--- src/rtl/multicycle_ctrl_fsm.sv ---
// Multicycle RISC-V control FSM: sequences fetch/decode/execute/memory/writeback over one shared memory port.
// Latency: 3-5 cycles per instruction plus memory wait cycles; outputs are combinational from state and inputs.
// Backpressure: FETCH, MEM_RD and MEM_WR hold until mem_ready; after MEM_TIMEOUT idle waits the FSM traps on bus_err.
module multicycle_ctrl_fsm #(
    parameter int MEM_TIMEOUT = 15,
    parameter int RET_W       = 16
) (
    input  logic             clk,
    input  logic             reset,
    input  logic [6:0]       opcode,
    input  logic [2:0]       funct3,
    input  logic             zero_flag,
    input  logic             mem_ready,
    output logic             pc_we,
    output logic             pc_src,
    output logic             ir_we,
    output logic             mem_req,
    output logic             mem_we,
    output logic             addr_sel,
    output logic [1:0]       alu_src_a,
    output logic [1:0]       alu_src_b,
    output logic [1:0]       alu_op,
    output logic             reg_we,
    output logic [1:0]       wb_sel,
    output logic             illegal,
    output logic             bus_err,
    output logic [RET_W-1:0] retire_cnt,
    output logic [3:0]       state_o
);

    typedef enum logic [3:0] {
        S_FETCH    = 4'd0,
        S_DECODE   = 4'd1,
        S_EXEC_R   = 4'd2,
        S_EXEC_I   = 4'd3,
        S_ALU_WB   = 4'd4,
        S_MEM_ADDR = 4'd5,
        S_MEM_RD   = 4'd6,
        S_LOAD_WB  = 4'd7,
        S_MEM_WR   = 4'd8,
        S_BRANCH   = 4'd9,
        S_JAL      = 4'd10,
        S_TRAP     = 4'd15
    } state_t;

    localparam int WCW = $clog2(MEM_TIMEOUT + 1);

    localparam logic [6:0] OP_R     = 7'b0110011;
    localparam logic [6:0] OP_I     = 7'b0010011;
    localparam logic [6:0] OP_LOAD  = 7'b0000011;
    localparam logic [6:0] OP_STORE = 7'b0100011;
    localparam logic [6:0] OP_BR    = 7'b1100011;
    localparam logic [6:0] OP_JAL   = 7'b1101111;

    state_t           state, next_state;
    logic [WCW-1:0]   wait_cnt;
    logic             timeout;
    logic             is_mem_state;
    logic             retire, set_illegal, set_bus_err;

    // Raw (ungated) datapath controls; reset forces them to zero at the ports
    logic       pc_we_c, pc_src_c, ir_we_c, mem_req_c, mem_we_c, addr_sel_c, reg_we_c;
    logic [1:0] src_a_c, src_b_c, alu_op_c, wb_sel_c;

    assign is_mem_state = (state == S_FETCH) || (state == S_MEM_RD) || (state == S_MEM_WR);
    // Counter has already seen MEM_TIMEOUT idle cycles and memory is still not ready
    assign timeout = is_mem_state && !mem_ready && (wait_cnt == WCW'(MEM_TIMEOUT));

    // Next-state and datapath control decode
    always_comb begin
        next_state  = state;
        pc_we_c     = 1'b0;
        pc_src_c    = 1'b0;
        ir_we_c     = 1'b0;
        mem_req_c   = 1'b0;
        mem_we_c    = 1'b0;
        addr_sel_c  = 1'b0;
        reg_we_c    = 1'b0;
        src_a_c     = 2'b00;
        src_b_c     = 2'b00;
        alu_op_c    = 2'b00;
        wb_sel_c    = 2'b00;
        retire      = 1'b0;
        set_illegal = 1'b0;
        set_bus_err = 1'b0;
        case (state)
            S_FETCH: begin
                mem_req_c = 1'b1;
                src_b_c   = 2'b01;
                if (mem_ready) begin
                    ir_we_c    = 1'b1;
                    pc_we_c    = 1'b1;
                    next_state = S_DECODE;
                end else if (timeout) begin
                    set_bus_err = 1'b1;
                    next_state  = S_TRAP;
                end
            end
            S_DECODE: begin
                // ALUOut captures OldPC + imm as the branch/JAL target
                src_a_c = 2'b01;
                src_b_c = 2'b10;
                if (opcode == OP_R)
                    next_state = S_EXEC_R;
                else if (opcode == OP_I)
                    next_state = S_EXEC_I;
                else if (opcode == OP_LOAD || opcode == OP_STORE)
                    next_state = S_MEM_ADDR;
                else if (opcode == OP_BR && (funct3 == 3'b000 || funct3 == 3'b001))
                    next_state = S_BRANCH;
                else if (opcode == OP_JAL)
                    next_state = S_JAL;
                else begin
                    set_illegal = 1'b1;
                    next_state  = S_TRAP;
                end
            end
            S_EXEC_R: begin
                src_a_c    = 2'b10;
                src_b_c    = 2'b00;
                alu_op_c   = 2'b10;
                next_state = S_ALU_WB;
            end
            S_EXEC_I: begin
                src_a_c    = 2'b10;
                src_b_c    = 2'b10;
                alu_op_c   = 2'b11;
                next_state = S_ALU_WB;
            end
            S_ALU_WB: begin
                reg_we_c   = 1'b1;
                wb_sel_c   = 2'b00;
                retire     = 1'b1;
                next_state = S_FETCH;
            end
            S_MEM_ADDR: begin
                src_a_c    = 2'b10;
                src_b_c    = 2'b10;
                next_state = (opcode == OP_LOAD) ? S_MEM_RD : S_MEM_WR;
            end
            S_MEM_RD: begin
                mem_req_c  = 1'b1;
                addr_sel_c = 1'b1;
                if (mem_ready) begin
                    next_state = S_LOAD_WB;
                end else if (timeout) begin
                    set_bus_err = 1'b1;
                    next_state  = S_TRAP;
                end
            end
            S_LOAD_WB: begin
                reg_we_c   = 1'b1;
                wb_sel_c   = 2'b01;
                retire     = 1'b1;
                next_state = S_FETCH;
            end
            S_MEM_WR: begin
                mem_req_c  = 1'b1;
                mem_we_c   = 1'b1;
                addr_sel_c = 1'b1;
                if (mem_ready) begin
                    retire     = 1'b1;
                    next_state = S_FETCH;
                end else if (timeout) begin
                    set_bus_err = 1'b1;
                    next_state  = S_TRAP;
                end
            end
            S_BRANCH: begin
                src_a_c    = 2'b10;
                src_b_c    = 2'b00;
                alu_op_c   = 2'b01;
                pc_src_c   = 1'b1;
                pc_we_c    = (funct3 == 3'b000) ? zero_flag : ~zero_flag;
                retire     = 1'b1;
                next_state = S_FETCH;
            end
            S_JAL: begin
                reg_we_c   = 1'b1;
                wb_sel_c   = 2'b10;
                pc_we_c    = 1'b1;
                pc_src_c   = 1'b1;
                retire     = 1'b1;
                next_state = S_FETCH;
            end
            S_TRAP: begin
                next_state = S_TRAP;
            end
            default: begin
                next_state = S_TRAP;
            end
        endcase
    end

    // State register
    always_ff @(posedge clk or posedge reset) begin
        if (reset)
            state <= S_FETCH;
        else
            state <= next_state;
    end

    // Memory wait counter: restarts on every state change, counts idle cycles in memory states
    always_ff @(posedge clk or posedge reset) begin
        if (reset)
            wait_cnt <= '0;
        else if (next_state != state)
            wait_cnt <= '0;
        else if (is_mem_state && !mem_ready)
            wait_cnt <= wait_cnt + WCW'(1);
    end

    // Sticky trap flags and retired-instruction counter
    always_ff @(posedge clk or posedge reset) begin
        if (reset) begin
            illegal    <= 1'b0;
            bus_err    <= 1'b0;
            retire_cnt <= '0;
        end else begin
            illegal <= illegal | set_illegal;
            bus_err <= bus_err | set_bus_err;
            if (retire)
                retire_cnt <= retire_cnt + RET_W'(1);
        end
    end

    // Reset overrides every strobe and select immediately, so no write leaks after reset rises
    assign pc_we     = pc_we_c    & ~reset;
    assign pc_src    = pc_src_c   & ~reset;
    assign ir_we     = ir_we_c    & ~reset;
    assign mem_req   = mem_req_c  & ~reset;
    assign mem_we    = mem_we_c   & ~reset;
    assign addr_sel  = addr_sel_c & ~reset;
    assign reg_we    = reg_we_c   & ~reset;
    assign alu_src_a = reset ? 2'b00 : src_a_c;
    assign alu_src_b = reset ? 2'b00 : src_b_c;
    assign alu_op    = reset ? 2'b00 : alu_op_c;
    assign wb_sel    = reset ? 2'b00 : wb_sel_c;
    assign state_o   = state;

endmodule

--- config.mk ---
export PLATFORM = sky130hd
export DESIGN_NAME = multicycle_ctrl_fsm
export DESIGN_NICKNAME = d
export VERILOG_FILES = /design/src/rtl/multicycle_ctrl_fsm.sv
export SDC_FILE = /design/constraint.sdc
export NUM_CORES = 1
export LEC_CHECK = 0
export CORE_MARGIN = 1.5
export CORE_UTILIZATION = 50
export DETAILED_ROUTE_END_ITERATION = 7
export GPL_ROUTABILITY_DRIVEN = 0
export GPL_TIMING_DRIVEN = 0
export PLACE_DENSITY_LB_ADDON = 0.3
export SYNTH_ARGS = -nofsm -noshare
export SYNTH_HDL_FRONTEND = slang
export SYNTH_SLANG_ARGS = --single-unit
export TNS_END_PERCENT = 1
--- constraint.sdc ---
create_clock -name clk -period 4.1 [get_ports clk]
set_input_delay 0.82 -clock clk [delete_from_list [all_inputs] [get_ports clk]]
set_output_delay 0.82 -clock clk [all_outputs]
set_load 0.02 [all_outputs]
# [After elaboration in Yosys (flattened, before gate mapping)]
# Index checks and enable logic that the tools add are counted.
[totals] reg_bits=26 inputBits=14 output_inout_bits=37 elab_cells=96
[op_classes] add_sub_neg=2 eq_ne=19 mux=40 n_bitwise=11 reduce_logical=19
[op_table] cell="two-way mux 4 bit" n=10
[op_table] cell="one-hot mux 4 bit (7 select lines)" n=1
[op_table] cell="two-way mux 1 bit" n=17
[op_table] cell="adder 16 x 1 -> 16 bit, second input constant" n=1
[op_table] cell="equality test 4 x 3 -> 1 bit, second input constant" n=4
[op_table] cell="equality test 4 bit, second input constant" n=4
[op_table] cell="equality test 7 x 6 -> 1 bit, second input constant" n=2
[op_table] cell="equality test 7 bit, second input constant" n=2
[op_table] cell="one-hot mux 2 bit (2 select lines)" n=3
[op_table] cell="OR reduction 3 bit" n=3
[op_table] cell="equality test 4 x 2 -> 1 bit, second input constant" n=2
[op_table] cell="two-way mux 2 bit" n=4
[op_table] cell="OR reduction 4 bit" n=2
[op_table] cell="AND 1 bit" n=7
[op_table] cell="equality test 7 x 2 -> 1 bit, second input constant" n=1
[op_table] cell="equality test 7 x 5 -> 1 bit, second input constant" n=1
[op_table] cell="two-way mux 3 bit" n=2
[op_table] cell="one-hot mux 2 bit (3 select lines)" n=1
[op_table] cell="OR reduction 2 bit" n=3
[op_table] cell="adder 4 x 1 -> 4 bit, second input constant" n=1
[op_table] cell="equality test 4 x 1 -> 1 bit, second input constant" n=1
[op_table] cell="zero test 4 bit" n=1
[op_table] cell="logical OR 1 bit" n=4
[op_table] cell="!= test 4 bit" n=1
[op_table] cell="9 further kinds" n=13

# [Logic depth before layout (Yosys ltp)]
# Gate-level depths: netlist of run 1.
[depth] ltp_word=10 depth_mapped=7 mapped_depth_nobuf=6

# [Worst setup path after synthesis of run 1]
# No wires, ideal clock.
[synth_timing] path_type="in2out" start="input port reset" end="output port alu_src_b[1]" arrival_ns=2.336 t_required_ns=3.280 path_slack_ns=0.944 path_stages=4 n_path_buf=1 path_cell_list="clkbuf_1 inv_1 nand2_1 nor3b_1"
[synth_via] elab_chain_cells=1
[synth_rtl] item="start, declared" line="9" text="input logic reset,"
[synth_rtl] item="two-way mux 2 bit" line="236" text="assign alu_src_b = reset ? 2'b00 : src_b_c;"
[synth_rtl] item="end, declared" line="21" text="output logic [1:0] alu_src_b,"
# Every way passes these cells.

# [Final worst setup path of run 1]
[layout_timing] start="input port reset" end="output port wb_sel[0]"
[layout_via] elab_chain_cells=1
[layout_rtl] item="two-way mux 2 bit" line="238" text="assign wb_sel = reset ? 2'b00 : wb_sel_c;"
[layout_rtl] item="end, declared" line="24" text="output logic [1:0] wb_sel,"
# Every way passes these cells.

==> flow_summary.json, run 1 <==
{
  "final_cell_mix": "clkdlybuf4s50_1 (50), dfrtp_1 (26), xnor2_1 (18)",
  "seq_power_share_pct": 54.7,
  "clk_latency_ps": 330,
  "nets": 266,
  "first_pass_iters": 4,
  "syn_area_per_cell_um2": 8.91,
  "path_max_fanout": 11,
  "critPathRequiredTime_ps": 3280,
  "r2r_end": "wait_cnt[1]",
  "swShare_pct": 20.7,
  "dp_hpwl_um": 3020,
  "antenna_found_initial": 0,
  "synth.mux.area_fraction_pct": 2.72,
  "fin_skew_ps": 6.22,
  "reg2reg_slack_ps": 2020,
  "async_flop_share_pct": 100,
  "finalHoldViolCount": 0,
  "status": "finished, final reports clean",
  "arrival_ps": 2830,
  "end_kind": "output port",
  "regArea_um2": 651,
  "multi_input_area_um2": 961,
  "ys_seq_area_share_pct": 38.2,
  "fin_setup_tns_ps": 0,
  "power.density_nw_per_um2": 200,
  "synth_simple_gate_area_share_pct": 27.9,
  "ys_warn_count": 0,
  "syn2layout_area_growth_pct": 37.6,
  "synth-compound-area-share_pct": 14.0,
  "stdcell_area_um2": 2340,
  "criticalPathCategory": "in -> out",
  "clockBufferDepth": 2,
  "root_buffer": "clkbuf_4",
  "synthAdderAreaFrac_pct": 1.47,
  "drt-total-wl_um": 4110,
  "p_leak_uw": 0.000918,
  "synth-seq-cells": 26,
  "period_needed_ps": 3650,
  "ir_drop_uv": 175,
  "power.total_uw": 469,
  "grt_setup_unrepaired": "false",
  "setup_viol": 0,
  "vias": 1659,
  "drv_slew": 0,
  "slew_headroom_pct": 55.1,
  "synth_edf_count": 0,
  "holdWs_ps": 490,
  "cts_tree": "done",
  "overflow": 0,
  "cts_max_level": 1,
  "placed_area_um2": 2260,
  "utilization_pct": 74.2,
  "r2r-start": "state_o[3]",
  "tightest_slew_ps": 669,
  "die_y_um": 61.3,
  "layout-drive-gt1-share_pct": 9.24,
  "die-area_um2": 3760,
  "grt_max_degree": 16,
  "cp-start-kind": "primary input",
  "setup.worst_path.start": "reset",
  "fmax_ghz": 0.274,
  "start_util_pct": 54.0,
  "ios": 51,
  "portBuffers": 50,
  "ant_nets": 0,
  "min_path_type": "reg -> reg",
  "ys_types": 46,
  "combPwrFrac_pct": 7.0,
  "synthFlopType": "dfrtp_1",
  "initialDrtViolationCount": 121,
  "grt_usage_pct": 23.3,
  "synth_top_family_by_area": "simple AND/OR/NAND/NOR gates",
  "wl_per_cell_um": 14.0,
  "die_w_um": 61.3,
  "worstRegToRegCells": 7,
  "synth-xor-area-share_pct": 10.3,
  "cts.sinks": 26,
  "syn_nets": 207,
  "power.switching_uw": 96.8,
  "grt_pass1_wl_um": 6510,
  "drc": 0,
  "p_int_uw": 372,
  "pwr-share-clk_pct": 38.3,
  "layout_commonest_cell": "clkdlybuf4s50_1",
  "num_rows": 20,
  "cts_buffers": 3,
  "syn_inst": 191,
  "syn-cell-area_um2": 1700,
  "num_antenna_cells": 0,
  "fillers": 243,
  "cap_violations": 0,
  "core_um2": 3150,
  "endpoint": "wb_sel[0]",
  "post-route-period-util_pct": 89.1,
  "vias_per_cell": 5.66,
  "cts_hold_buf": 0,
  "grt_pass1_vias": 1412,
  "clk_pin_slew_worst_paths_ps": 150
}
-- layer usage --
metal	track usage (%)	share of wire, %	vias up
met4	4.56	0.51	0
met1	34.5	48	786
li1	-	-	819
met5	0	0	-
met2	36.2	46	50
met3	4.41	6.0	4
-- power by group through the flow --
| stage | clock, µW | sequential, µW | combinational [µW] |
|---|---|---|---|
| finish | 179 | 257 | 32.7 |
| detailed placement | 0 | 261 | 29.1 |
| global placement | 0 | 261 | 28.8 |
| global route | 190 | 257 | 36.2 |
| CTS | 181 | 257 | 30.6 |
| floorplan | 0 | 261 | 11.3 |
-- area by class of cell --
class,instances,share of cell area [%]
inverter,7,1.28
buffer,11,2.73
multi-input combinational,147,41.0
clock inverter,1,1.28
clock buffer,3,0.962
timing repair inverter,1,0.214
timing repair buffer,53,22.3
tap,44,2.35
sequential,26,27.8
-- worst min path at each step --
| stage | end | start | cells past startpoint | slack, ps |
|---|---|---|---|---|
| detailed placement | retire_cnt[15] | retire_cnt[15] | 1 | 460 |
| global placement | illegal | illegal | 2 | 460 |
| CTS | retire_cnt[15] | retire_cnt[15] | 1 | 490 |
| floorplan | wait_cnt[3] | wait_cnt[3] | 2 | 530 |
| finish | retire_cnt[15] | retire_cnt[15] | 1 | 490 |
| global route | bus_err | bus_err | 1 | 520 |
-- kinds of logic (layout without fill, tap and decap cells) --
| family | count (synthesis) | count (layout) |
|---|---|---|
| buf+inv | 18 | 76 |
| flops | 26 | 26 |
| mux | 4 | 4 |
| simple gates | 86 | 86 |
| xor+xnor | 20 | 20 |
| compound gates | 35 | 35 |
| fa+ha+maj | 2 | 2 |
-- cells in the mapped netlist, types with 3 or more instances --
cell,count,area share (%)
xnor2_1,18,9.3
a31oi_1,3,1.1
o21ai_0,4,1.2
a211oi_1,3,1.3
nand4_1,9,3.3
nand3_1,5,1.5
o21ai_1,3,0.88
nand2b_1,5,1.8
inv_1,6,1.3
clkbuf_1,3,0.66
nand2_1,12,2.6
and2_1,5,1.8
a21oi_1,7,2.1
nor2_1,15,3.3
nor4_1,7,2.6
and3_1,7,2.6
nor3_1,9,2.6
dfrtp_1,26,38
buf_2,6,1.8
-- state kept, by name (all words and copies together), names as in the netlist --
| name | cells |
|---|---|
| retire_cnt | 16 |
| state_o | 4 |
| wait_cnt | 4 |
| bus_err | 1 |
| illegal | 1 |
-- timing repair --
action	in CTS	in global routing
pin swaps	0	0
setup endpoints to repair	3	3
setup buffers	0	3
resized for setup	1	0
gates cloned	1	0
-- through the flow --
step | setup WS [ps] | instances
after floorplan | 944 | 191
after global placement | -87.3 | 285
after detailed placement | -134 | 285
after CTS | 167 | 290
after global routing | 301 | 293
final | 447 | 293
-- critical path, stage by stage --
cell and delay, ps:
clkdlybuf4s50_1 490, clkbuf_1 450, clkinvlp_4 280, nand2_1 160, nor3_1 70, clkdlybuf4s50_1 560
Power figures use the tool's default switching activity.
==> run 2: changes to the inputs <==
--- a/config.mk
+++ b/config.mk
@@ -14,4 +14,4 @@
 export SYNTH_ARGS = -nofsm -noshare
 export SYNTH_HDL_FRONTEND = slang
 export SYNTH_SLANG_ARGS = --single-unit
-export TNS_END_PERCENT = 1
+export TNS_END_PERCENT = 30
==> results of run 2 <==
Final layout, timing and power as in run 1 (identical DEF).
==> run 3: changes to the inputs <==
--- a/config.mk
+++ b/config.mk
@@ -5,12 +5,15 @@
 export SDC_FILE = /design/constraint.sdc
 export NUM_CORES = 1
 export LEC_CHECK = 0
+export CELL_PAD_IN_SITES_DETAIL_PLACEMENT = 1
+export CELL_PAD_IN_SITES_GLOBAL_PLACEMENT = 1
 export CORE_MARGIN = 1.5
-export CORE_UTILIZATION = 50
+export CORE_UTILIZATION = 37
 export DETAILED_ROUTE_END_ITERATION = 7
 export GPL_ROUTABILITY_DRIVEN = 0
 export GPL_TIMING_DRIVEN = 0
 export PLACE_DENSITY_LB_ADDON = 0.3
+export SLEW_MARGIN = 20
 export SYNTH_ARGS = -nofsm -noshare
 export SYNTH_HDL_FRONTEND = slang
 export SYNTH_SLANG_ARGS = --single-unit
==> flow_summary.json, run 3 (synthesis results as in run 1) <==
{
  "wl_per_cell_um": 16.3,
  "regArea_um2": 651,
  "root_buffer": "clkbuf_8",
  "layout-drive-gt1-share_pct": 10.3,
  "holdWs_ps": 476,
  "fmax_ghz": 0.263,
  "clockBufferDepth": 2,
  "cts_hold_buf": 0,
  "clk_pin_slew_worst_paths_ps": 100,
  "fillers": 524,
  "nets": 269,
  "antenna_found_initial": 0,
  "swShare_pct": 22.8,
  "seq_power_share_pct": 54.9,
  "grt_pass1_vias": 1631,
  "setup_viol": 0,
  "largest_register_ffs": 16,
  "num_antenna_cells": 0,
  "grt_pass1_wl_um": 8220,
  "cp-start-kind": "primary input",
  "stdcell_count": 304,
  "layout_commonest_cell": "clkdlybuf4s50_1",
  "placedCellCount": 293,
  "post-route-period-util_pct": 92.6,
  "grt_setup_unrepaired": "false",
  "cts_tree": "done",
  "setup.worst_path.start": "reset",
  "end_kind": "output port",
  "hold_end": "retire_cnt[15]",
  "r2r-start": "state_o[1]",
  "fin_skew_ps": 14.2,
  "drv_slew": 0,
  "combPwrFrac_pct": 7.7,
  "ios": 51,
  "p_leak_uw": 0.000933,
  "tightest_slew_ps": 676,
  "die_y_um": 70.8,
  "finalHoldViolCount": 0,
  "vias_per_cell": 5.52,
  "arrival_ps": 2980,
  "cts_buffers": 3,
  "drt-total-wl_um": 4950,
  "p_int_uw": 361,
  "final_cell_mix": "clkdlybuf4s50_1 (50), dfrtp_1 (26), xnor2_1 (18)",
  "die_w_um": 70.8,
  "path_max_fanout": 11,
  "slew_headroom_pct": 54.7,
  "num_rows": 24,
  "reg2reg_slack_ps": 2000,
  "die-area_um2": 5010,
  "multi_input_area_um2": 961,
  "pwr-share-clk_pct": 37.5,
  "ant_nets": 0,
  "start_util_pct": 38.8,
  "min_path_type": "reg -> reg",
  "power.switching_uw": 106,
  "first_pass_iters": 4,
  "holdPathStages": 1,
  "hp-start": "retire_cnt[15]",
  "overflow": 0,
  "drc": 0,
  "initialDrtViolationCount": 61,
  "worstRegToRegCells": 6,
  "criticalPathCategory": "in -> out",
  "period_needed_ps": 3800,
  "vias": 1679,
  "grt_max_degree": 15,
  "status": "finished, final reports clean",
  "core_um2": 4380,
  "top_register": "retire_cnt",
  "portBuffers": 50,
  "clk_latency_ps": 290,
  "r2r_end": "wait_cnt[0]",
  "dp_hpwl_um": 3600,
  "critPathRequiredTime_ps": 3280,
  "cts.sinks": 26,
  "syn2layout_area_growth_pct": 39.6,
  "grt_usage_pct": 20.3,
  "cap_violations": 0,
  "power.density_nw_per_um2": 196,
  "ir_drop_uv": 193,
  "cts_max_level": 1
}
==> run 3: worst max-delay path by stage <==
stage / endpoint / cells past startpoint
final: wb_sel[0] / 6
after global routing: wb_sel[0] / 6
after CTS: alu_op[0] / 6
after detailed placement: alu_op[0] / 6
after global placement: alu_op[0] / 6
after floorplan: alu_src_b[1] / 4
==> run 3: worst max-delay path: stages <==
cell and delay (ps):
clkdlybuf4s50_1 490, clkbuf_1 480, clkinvlp_4 370, nand2_1 190, nor3_1 60, clkdlybuf4s50_1 550
==> run 3: per-layer routing <==
layer  vias up  global-route usage, %  wire length (µm)
li1        816                      -                 -
met5         -                      0                 0
met3         7                   4.42               210
met2        38                   31.5              2360
met4         0                   2.94                40
met1       818                   29.8              2340
==> run 3: repair_timing <==
| action | CTS | global route |
|---|---|---|
| gates resized for setup | 1 | 0 |
| gates cloned | 1 | 0 |
| setup endpoints to repair | 3 | 3 |
| setup buffers | 0 | 6 |
==> run 3: stage by stage <==
step                      setup TNS, ps  cell area (µm²)  power [µW]  utilization (%)  worst slack (ps)
after floorplan                       0             1700         273                -               944
after global placement             -501             2270         291             51.7              -183
after detailed placement           -620             2270         292             51.7              -229
after CTS                             0             2330         469             53.2              43.8
after global routing                  0             2380         484             54.2               165
final                                 0             2380         467             54.2               302
==> run 3: area by class of cell <==
cell class                 instances  share of cell area [%]
timing repair inverter             1                   0.211
sequential                        26                    27.4
buffer                            11                    2.69
tap                               52                    2.74
timing repair buffer              56                    23.0
multi-input combinational        147                    40.4
clock buffer                       4                    2.32
inverter                           7                    1.26
==> run 3: power by group through the flow <==
stage	clock network (µW)	logic [µW]	registers (µW)
after floorplan	0	11.3	261
final	175	35.8	256
after global placement	0	30.0	261
after detailed placement	0	30.4	261
after CTS	180	31.9	256
after global routing	188	39.5	256
